`config.mk`:
```
export PLATFORM = sky130hd
export DESIGN_NAME = keypad_decoder_flat
export DESIGN_NICKNAME = d
export VERILOG_FILES = /design/src/rtl/keypad_if.sv /design/src/rtl/keypad_decoder.sv /design/src/flat_wrapper.sv
export SDC_FILE = /design/constraint.sdc
export NUM_CORES = 1
export LEC_CHECK = 0
export ABC_AREA = 1
export BUFFER_PORTS_ARGS = -buffer_cell sky130_fd_sc_hd__buf_2
export CAP_MARGIN = 5
export CORE_ASPECT_RATIO = 1.25
export CORE_UTILIZATION = 60
export DETAILED_ROUTE_END_ITERATION = 7
export PLACE_DENSITY = 0.75
export SLEW_MARGIN = 20
export SYNTH_ARGS = -nofsm -noshare
export SYNTH_HDL_FRONTEND = slang
export SYNTH_SLANG_ARGS = --single-unit
```
`constraint.sdc`:
```
create_clock -name clk -period 4.77 [get_ports clk]
set_clock_uncertainty 0.2 [all_clocks]
set_input_delay 1.1925 -clock clk [delete_from_list [all_inputs] [get_ports clk]]
set_output_delay 1.1925 -clock clk [all_outputs]
set_load 0.005 [all_outputs]
```
`src/rtl/keypad_if.sv`:
```
// Keypad scanner bundle: row drive and column sense in, decoded key out.
interface keypad_if;
  logic [3:0] row;
  logic [3:0] col;
  logic [3:0] key;
  logic       key_valid;
  logic       pressed;

  modport master (output row, col, input key, key_valid, pressed);
  modport slave  (input row, col, output key, key_valid, pressed);
endinterface

```
`src/rtl/keypad_decoder.sv`:
```
// 4x4 matrix keypad decoder: synchronizes column sense, collects one hit per
// scan window and debounces press/release over whole scans.
module keypad_decoder #(
  parameter int unsigned DEBOUNCE_SCANS = 4
) (
  input  logic     clk,
  input  logic     rstn,
  keypad_if.slave  kp
);

  localparam int unsigned CW = 8;
  localparam int unsigned TW = CW + 1;

  typedef enum logic [1:0] {IDLE, DEBOUNCE, HELD} state_t;

  state_t        state, state_n;
  logic [3:0]    col_s1, col_s2, row_d1, row_d2;
  logic          row_ok, cur_hit, win_end, any_hit, hit_seen;
  logic [1:0]    r_idx, c_idx;
  logic [3:0]    cur_code, hit_code;
  logic          win_hit_v, seen;
  logic [3:0]    win_hit;
  logic [3:0]    cand, cand_n, key_n;
  logic [CW-1:0] cnt, cnt_n, rcnt, rcnt_n;
  logic          key_valid_n, pressed_n, cnt_done, rcnt_done;

  function automatic logic [CW-1:0] sat_inc(input logic [CW-1:0] v);
    return (v == {CW{1'b1}}) ? v : v + CW'(1);
  endfunction

  // Two-flop column synchronizer with a matching two-stage row delay
  always_ff @(posedge clk) begin
    if (!rstn) begin
      col_s1 <= '0;
      col_s2 <= '0;
      row_d1 <= '0;
      row_d2 <= '0;
    end else begin
      col_s1 <= kp.col;
      col_s2 <= col_s1;
      row_d1 <= kp.row;
      row_d2 <= row_d1;
    end
  end

  always_comb begin
    row_ok = 1'b1;
    r_idx  = 2'd0;
    case (row_d2)
      4'b1000: r_idx = 2'd0;
      4'b0100: r_idx = 2'd1;
      4'b0010: r_idx = 2'd2;
      4'b0001: r_idx = 2'd3;
      default: row_ok = 1'b0;
    endcase
    if (col_s2[0])      c_idx = 2'd0;
    else if (col_s2[1]) c_idx = 2'd1;
    else if (col_s2[2]) c_idx = 2'd2;
    else                c_idx = 2'd3;
    cur_hit   = row_ok && (col_s2 != 4'b0000);
    cur_code  = {r_idx, c_idx};
    win_end   = (row_d2 == 4'b0001);
    // The window-end cycle itself belongs to the window being closed
    any_hit   = win_hit_v | cur_hit;
    hit_code  = win_hit_v ? win_hit : cur_code;
    hit_seen  = seen | (cur_hit && (cur_code == cand));
    cnt_done  = ({1'b0, cnt}  + TW'(1)) >= TW'(DEBOUNCE_SCANS);
    rcnt_done = ({1'b0, rcnt} + TW'(1)) >= TW'(DEBOUNCE_SCANS);
  end

  // First hit of the window and whether the candidate appeared at all
  always_ff @(posedge clk) begin
    if (!rstn) begin
      win_hit_v <= 1'b0;
      win_hit   <= '0;
      seen      <= 1'b0;
    end else if (win_end) begin
      win_hit_v <= 1'b0;
      win_hit   <= '0;
      seen      <= 1'b0;
    end else begin
      if (cur_hit && !win_hit_v) begin
        win_hit_v <= 1'b1;
        win_hit   <= cur_code;
      end
      if (cur_hit && (cur_code == cand)) seen <= 1'b1;
    end
  end

  always_ff @(posedge clk) begin
    if (!rstn) state <= IDLE;
    else       state <= state_n;
  end

  always_comb begin
    state_n     = state;
    cand_n      = cand;
    cnt_n       = cnt;
    rcnt_n      = rcnt;
    key_n       = kp.key;
    key_valid_n = 1'b0;
    if (win_end) begin
      case (state)
        IDLE: begin
          if (any_hit) begin
            cand_n  = hit_code;
            cnt_n   = CW'(1);
            state_n = DEBOUNCE;
          end
        end
        DEBOUNCE: begin
          if (hit_seen) begin
            cnt_n = sat_inc(cnt);
            if (cnt_done) begin
              key_n       = cand;
              key_valid_n = 1'b1;
              rcnt_n      = '0;
              state_n     = HELD;
            end
          end else begin
            cnt_n   = '0;
            state_n = IDLE;
          end
        end
        HELD: begin
          if (hit_seen) begin
            rcnt_n = '0;
          end else begin
            rcnt_n = sat_inc(rcnt);
            if (rcnt_done) state_n = IDLE;
          end
        end
        default: state_n = IDLE;
      endcase
    end
    pressed_n = (state_n == HELD);
  end

  always_ff @(posedge clk) begin
    if (!rstn) begin
      cand         <= '0;
      cnt          <= '0;
      rcnt         <= '0;
      kp.key       <= '0;
      kp.key_valid <= 1'b0;
      kp.pressed   <= 1'b0;
    end else begin
      cand         <= cand_n;
      cnt          <= cnt_n;
      rcnt         <= rcnt_n;
      kp.key       <= key_n;
      kp.key_valid <= key_valid_n;
      kp.pressed   <= pressed_n;
    end
  end

endmodule

```
`src/flat_wrapper.sv`:
```
// flat-port wrapper written by rule: the top's interface ports become plain ports
module keypad_decoder_flat 
#(
  parameter int unsigned DEBOUNCE_SCANS = 4
)
  (clk, rstn, kp_row, kp_col, kp_key, kp_key_valid, kp_pressed);
  keypad_if kp_i ();
  input  logic clk;
  input  logic rstn;
  input wire logic [$bits(kp_i.row)-1:0] kp_row;
  input wire logic [$bits(kp_i.col)-1:0] kp_col;
  output wire logic [$bits(kp_i.key)-1:0] kp_key;
  output wire logic [$bits(kp_i.key_valid)-1:0] kp_key_valid;
  output wire logic [$bits(kp_i.pressed)-1:0] kp_pressed;
  assign kp_i.row = kp_row;
  assign kp_i.col = kp_col;
  assign kp_key = kp_i.key;
  assign kp_key_valid = kp_i.key_valid;
  assign kp_pressed = kp_i.pressed;
  keypad_decoder #(.DEBOUNCE_SCANS(DEBOUNCE_SCANS)) u_core (.clk(clk), .rstn(rstn), .kp(kp_i));
endmodule
```
### Yosys cells after proc, flatten, opt, wreduce, memory -nomap -nowiden

Cells that the tools add are included.

| word-level totals | value |
|---|---|
| flip-flop bits (word level) | 50 |
| input bits | 10 |
| output and inout bits | 6 |

| operators by class | value |
|---|---|
| $add $sub $neg | 4 |
| magnitude comparators | 2 |
| equality and inequality tests | 15 |
| mux-type cells | 23 |
| bitwise logic cells | 3 |
| reductions and logical operators | 15 |

Operators with widths:

| cell | count |
|---|---|
| 8-bit 2-to-1 mux | 7 |
| 8-bit case mux with 2 select lines | 2 |
| 8-bit by 1-bit adder with 9-bit output (second input constant) | 2 |
| 9-bit by 3-bit greater-or-equal comparator with 1-bit output (second input constant) | 2 |
| 8-bit by 1-bit adder with 8-bit output (second input constant) | 2 |
| 8-bit equality test (second input constant) | 2 |
| 2-bit 2-to-1 mux | 8 |
| 2-bit case mux with 3 select lines | 2 |
| 4-bit AND reduction | 3 |
| 2-bit by 1-bit != test with 1-bit output (second input constant) | 3 |
| 5-bit AND reduction | 1 |
| 2-bit equality test (second input constant) | 2 |
| 4-bit by 1-bit equality test with 1-bit output (second input constant) | 1 |
| 4-bit by 2-bit equality test with 1-bit output (second input constant) | 1 |
| 4-bit by 3-bit equality test with 1-bit output (second input constant) | 1 |
| 4-bit equality test | 1 |
| 4-bit equality test (second input constant) | 1 |
| 4-bit 2-to-1 mux | 1 |
| 2-bit nonzero test | 2 |
| 4-bit nonzero test | 1 |
| 4-bit OR reduction | 1 |
| 1-bit logical AND | 3 |
| 1-bit 2-to-1 mux | 3 |
| 3-bit by 2-bit != test with 1-bit output (second input constant) | 1 |
| 8 further kinds | 9 |

### Logic depth before layout (Yosys ltp)

| depth | value |
|---|---|
| word-level depth | 10 |
| depth in mapped cells | 15 |

### Worst setup path before layout

OpenSTA, ideal clock, no wires.

| timing | value |
|---|---|
| kind | input to register |
| from | input port rstn |
| to | register u_core.kp.key[2] |
| arrival | 1862 ps |
| required time | 4506 ps |
| setup slack | 2644 ps |
| stages | 4 |
| path through | clkbuf_1 > buf_1 > nand2_1 > nor2_1 |

RTL lines:

| item | line | RTL |
|---|---|---|
| start: declaration | flat_wrapper.sv:9 | `input logic rstn;` |
| end signal: assignment | keypad_decoder.sv:151 | `kp.key <= key_n;` |
| end: declaration | keypad_if.sv:10 | `modport slave (input row, col, output key, key_valid, pressed);` |

==> impl_metrics.json <==
{
  "dpl.hpwl_mm": 3.70,
  "cts_setup_buffers": 0,
  "rows": 26,
  "die_x_um": 61.9,
  "grt-ovfl-total": 0,
  "hold_class": "flip-flop to flip-flop",
  "detail-route-antenna-nets": 0,
  "critical_path_required_ns": 4.83,
  "criticalPathCategory": "primary input to flip-flop",
  "ir_drop_mv": 0.219,
  "placedCellCount": 467,
  "antenna_found_initial": 0,
  "synth.distinct_cells": 31,
  "crit_fanout": 39,
  "cap_violations": 0,
  "powerDensity_nw_per_um2": 265,
  "fin_setup_tns_ns": 0,
  "end_kind": "flip-flop",
  "yosys_warnings": 0,
  "layout.nets": 432,
  "cts_sinks": 50,
  "initial_utilization": 0.641,
  "muxShareOfSynthArea": 0,
  "async_flop_share": 0,
  "final_cells": 475,
  "layout_min_cycle_time_ns": 2.52,
  "startpoint_type": "primary input",
  "tightest_slew_ns": 0.671,
  "final_common_cell": "nand2_1",
  "maxSlewHeadroom": 0.553,
  "die_y_um": 76.9,
  "wire_per_inst_um": 10.5,
  "arrival_ns": 2.57,
  "grt_max_degree": 40,
  "cts_root_buf": "clkbuf_8",
  "ctsHoldBuffers": 0,
  "yosys.area.top_type": "dfxtp_1",
  "hold_viol": 0,
  "dr.pass1.iters": 4,
  "core_area_um2": 4200,
  "grt_pass1_vias": 2130,
  "rsz0062_at_grt": "no",
  "min_period_over_period": 0.528,
  "synth_nets": 415,
  "status": "complete, no violations",
  "dieArea_um2": 4760,
  "port_buffers": 15,
  "synth_top_cell_area_share": 0.372,
  "viasPerCell": 4.89,
  "area_growth_pct": 7.91,
  "synth_top_family_by_area": "simple AND/OR/NAND/NOR gates",
  "synth_area_um2": 2690,
  "remaining_drc_errors": 0,
  "syn_inst": 401,
  "numCtsBuffers": 5,
  "maxSlewViolCount": 0,
  "synth.top_cells.by_area": "dfxtp_1 (37%), nand2_1 (15%), nor2_1 (8.7%)",
  "vias": 2322,
  "synth_edf_count": 0,
  "clk_latency_ns": 0.31,
  "synth_compound_area_frac": 0.0567,
  "grt_use_total": 0.242,
  "fmax_mhz": 397,
  "cts_buffer_depth": 2,
  "final_cell_mix": "nand2_1 (111), nor2_1 (62), inv_1 (58)",
  "path_clk_slew_ns": 0.10,
  "cts_tree": "built",
  "drive_gt1_frac": 0.155,
  "synth_adder_area_share": 0.0186,
  "routed_wl_mm": 4.98,
  "ys.flop_type": "dfxtp_1",
  "setup_violations": 0,
  "io_pins": 16,
  "synth-seq-cells": 50,
  "htree_levels": 2,
  "reg2reg_setup_slack_ns": 2.50,
  "synth_xor_area_frac": 0.0130,
  "grt_first_pass_wirelength_mm": 8.66,
  "syn_area_per_cell_um2": 6.71,
  "post_cts_resized": 0,
  "diodes": 0,
  "globalplace.congestion": 0.811,
  "yosys.area_share.simple": 0.434,
  "leakagePower_nw": 1.46,
  "drt-initial-drc-count": 132,
  "synth-seq-area-share": 0.372
}
## routing by layer
layer | wire length [um] | GRT usage | vias up
met5 | 0 | 0 | -
met4 | 74 | 0.0889 | 0
met3 | 112 | 0.0556 | 8
met2 | 2480 | 0.423 | 29
met1 | 2320 | 0.275 | 1019
li1 | - | - | 1266
## cells by family (layout without fill, tap and decap cells)
| logic type | count (synthesis) | count (layout) |
|---|---|---|
| AOI/OAI and AO/OA | 29 | 29 |
| xor gates and xnor gates | 4 | 4 |
| and+or+nand+nor | 244 | 244 |
| buffers and inverters | 70 | 88 |
| DFF | 50 | 50 |
| adders and majority gates | 4 | 4 |
## final cells by class
| cell class | instances | area (um^2) |
|---|---|---|
| Clock buffer | 5 | 68.8 |
| Multi-Input combinational cell | 281 | 1410 |
| Timing Repair Buffer | 15 | 75.1 |
| Tap cell | 56 | 70.1 |
| Inverter | 65 | 253 |
| Sequential cell | 50 | 1000 |
| Fill cell | 372 | 1290 |
| Clock inverter | 3 | 28.8 |
## worst max-delay path, stage by stage
cell and delay [ns]:
buf_2 0.52, inv_1 0.25, a211oi_1 0.27, nand2_1 0.08, nor2_1 0.09, nor2_1 0.06
nor2_1 0.09
## synthesized netlist by cell type, types with 5 or more instances
| library cell | number |
|---|---|
| nand4_1 | 10 |
| nand2_4 | 6 |
| dfxtp_1 | 50 |
| a21oi_1 | 12 |
| nor2_1 | 62 |
| nand3_1 | 22 |
| o21ai_0 | 11 |
| nand3_2 | 5 |
| nor2_2 | 11 |
| inv_1 | 58 |
| nand2_2 | 7 |
| nand2_1 | 111 |
## flip-flops by register name, summed over array words and instances, names as in the netlist
signal / flops
u_core.cand: 4
u_core.col_s2: 4
u_core.kp.key: 4
u_core.win_hit_v: 1
u_core.col_s1: 4
u_core.state: 2
u_core.cnt: 8
u_core.seen: 1
u_core.row_d2: 4
u_core.kp.pressed: 1
u_core.row_d1: 4
u_core.rcnt: 8
u_core.win_hit: 4
u_core.kp.key_valid: 1
## path summary, 6_finish.rpt
kind / startpoint / end / cells after the start
worst max-delay path: rstn / u_core.kp.pressed / 7
worst min-delay path: u_core.col_s1[3] / u_core.col_s2[3] / 2
worst max register to register: u_core.cnt[0] / u_core.rcnt[0] / 13
worst min register to register: u_core.col_s1[3] / u_core.col_s2[3] / 2
## report_power, final
group / internal, W / total [W] / switching, W
Clock: 0.000110 / 0.000265 / 0.000156
Sequential: 0.000429 / 0.000438 / 0.00000858
Combinational: 0.0000224 / 0.0000663 / 0.0000438
## through the flow
stage               power, W  hold WS, ns  area, um^2  utilization  setup slack (ns)
global route        0.000805        0.239        2900        0.692              2.06
global placement    0.000512        0.194        2810        0.668              1.99
detailed placement  0.000513        0.195        2810        0.668              1.94
floorplan           0.000499        0.190        2690            -              2.64
CTS                 0.000777        0.219        2900        0.692              2.25
finish              0.000769        0.219        2900        0.692              2.25
Power figures use the tool's default switching activity.
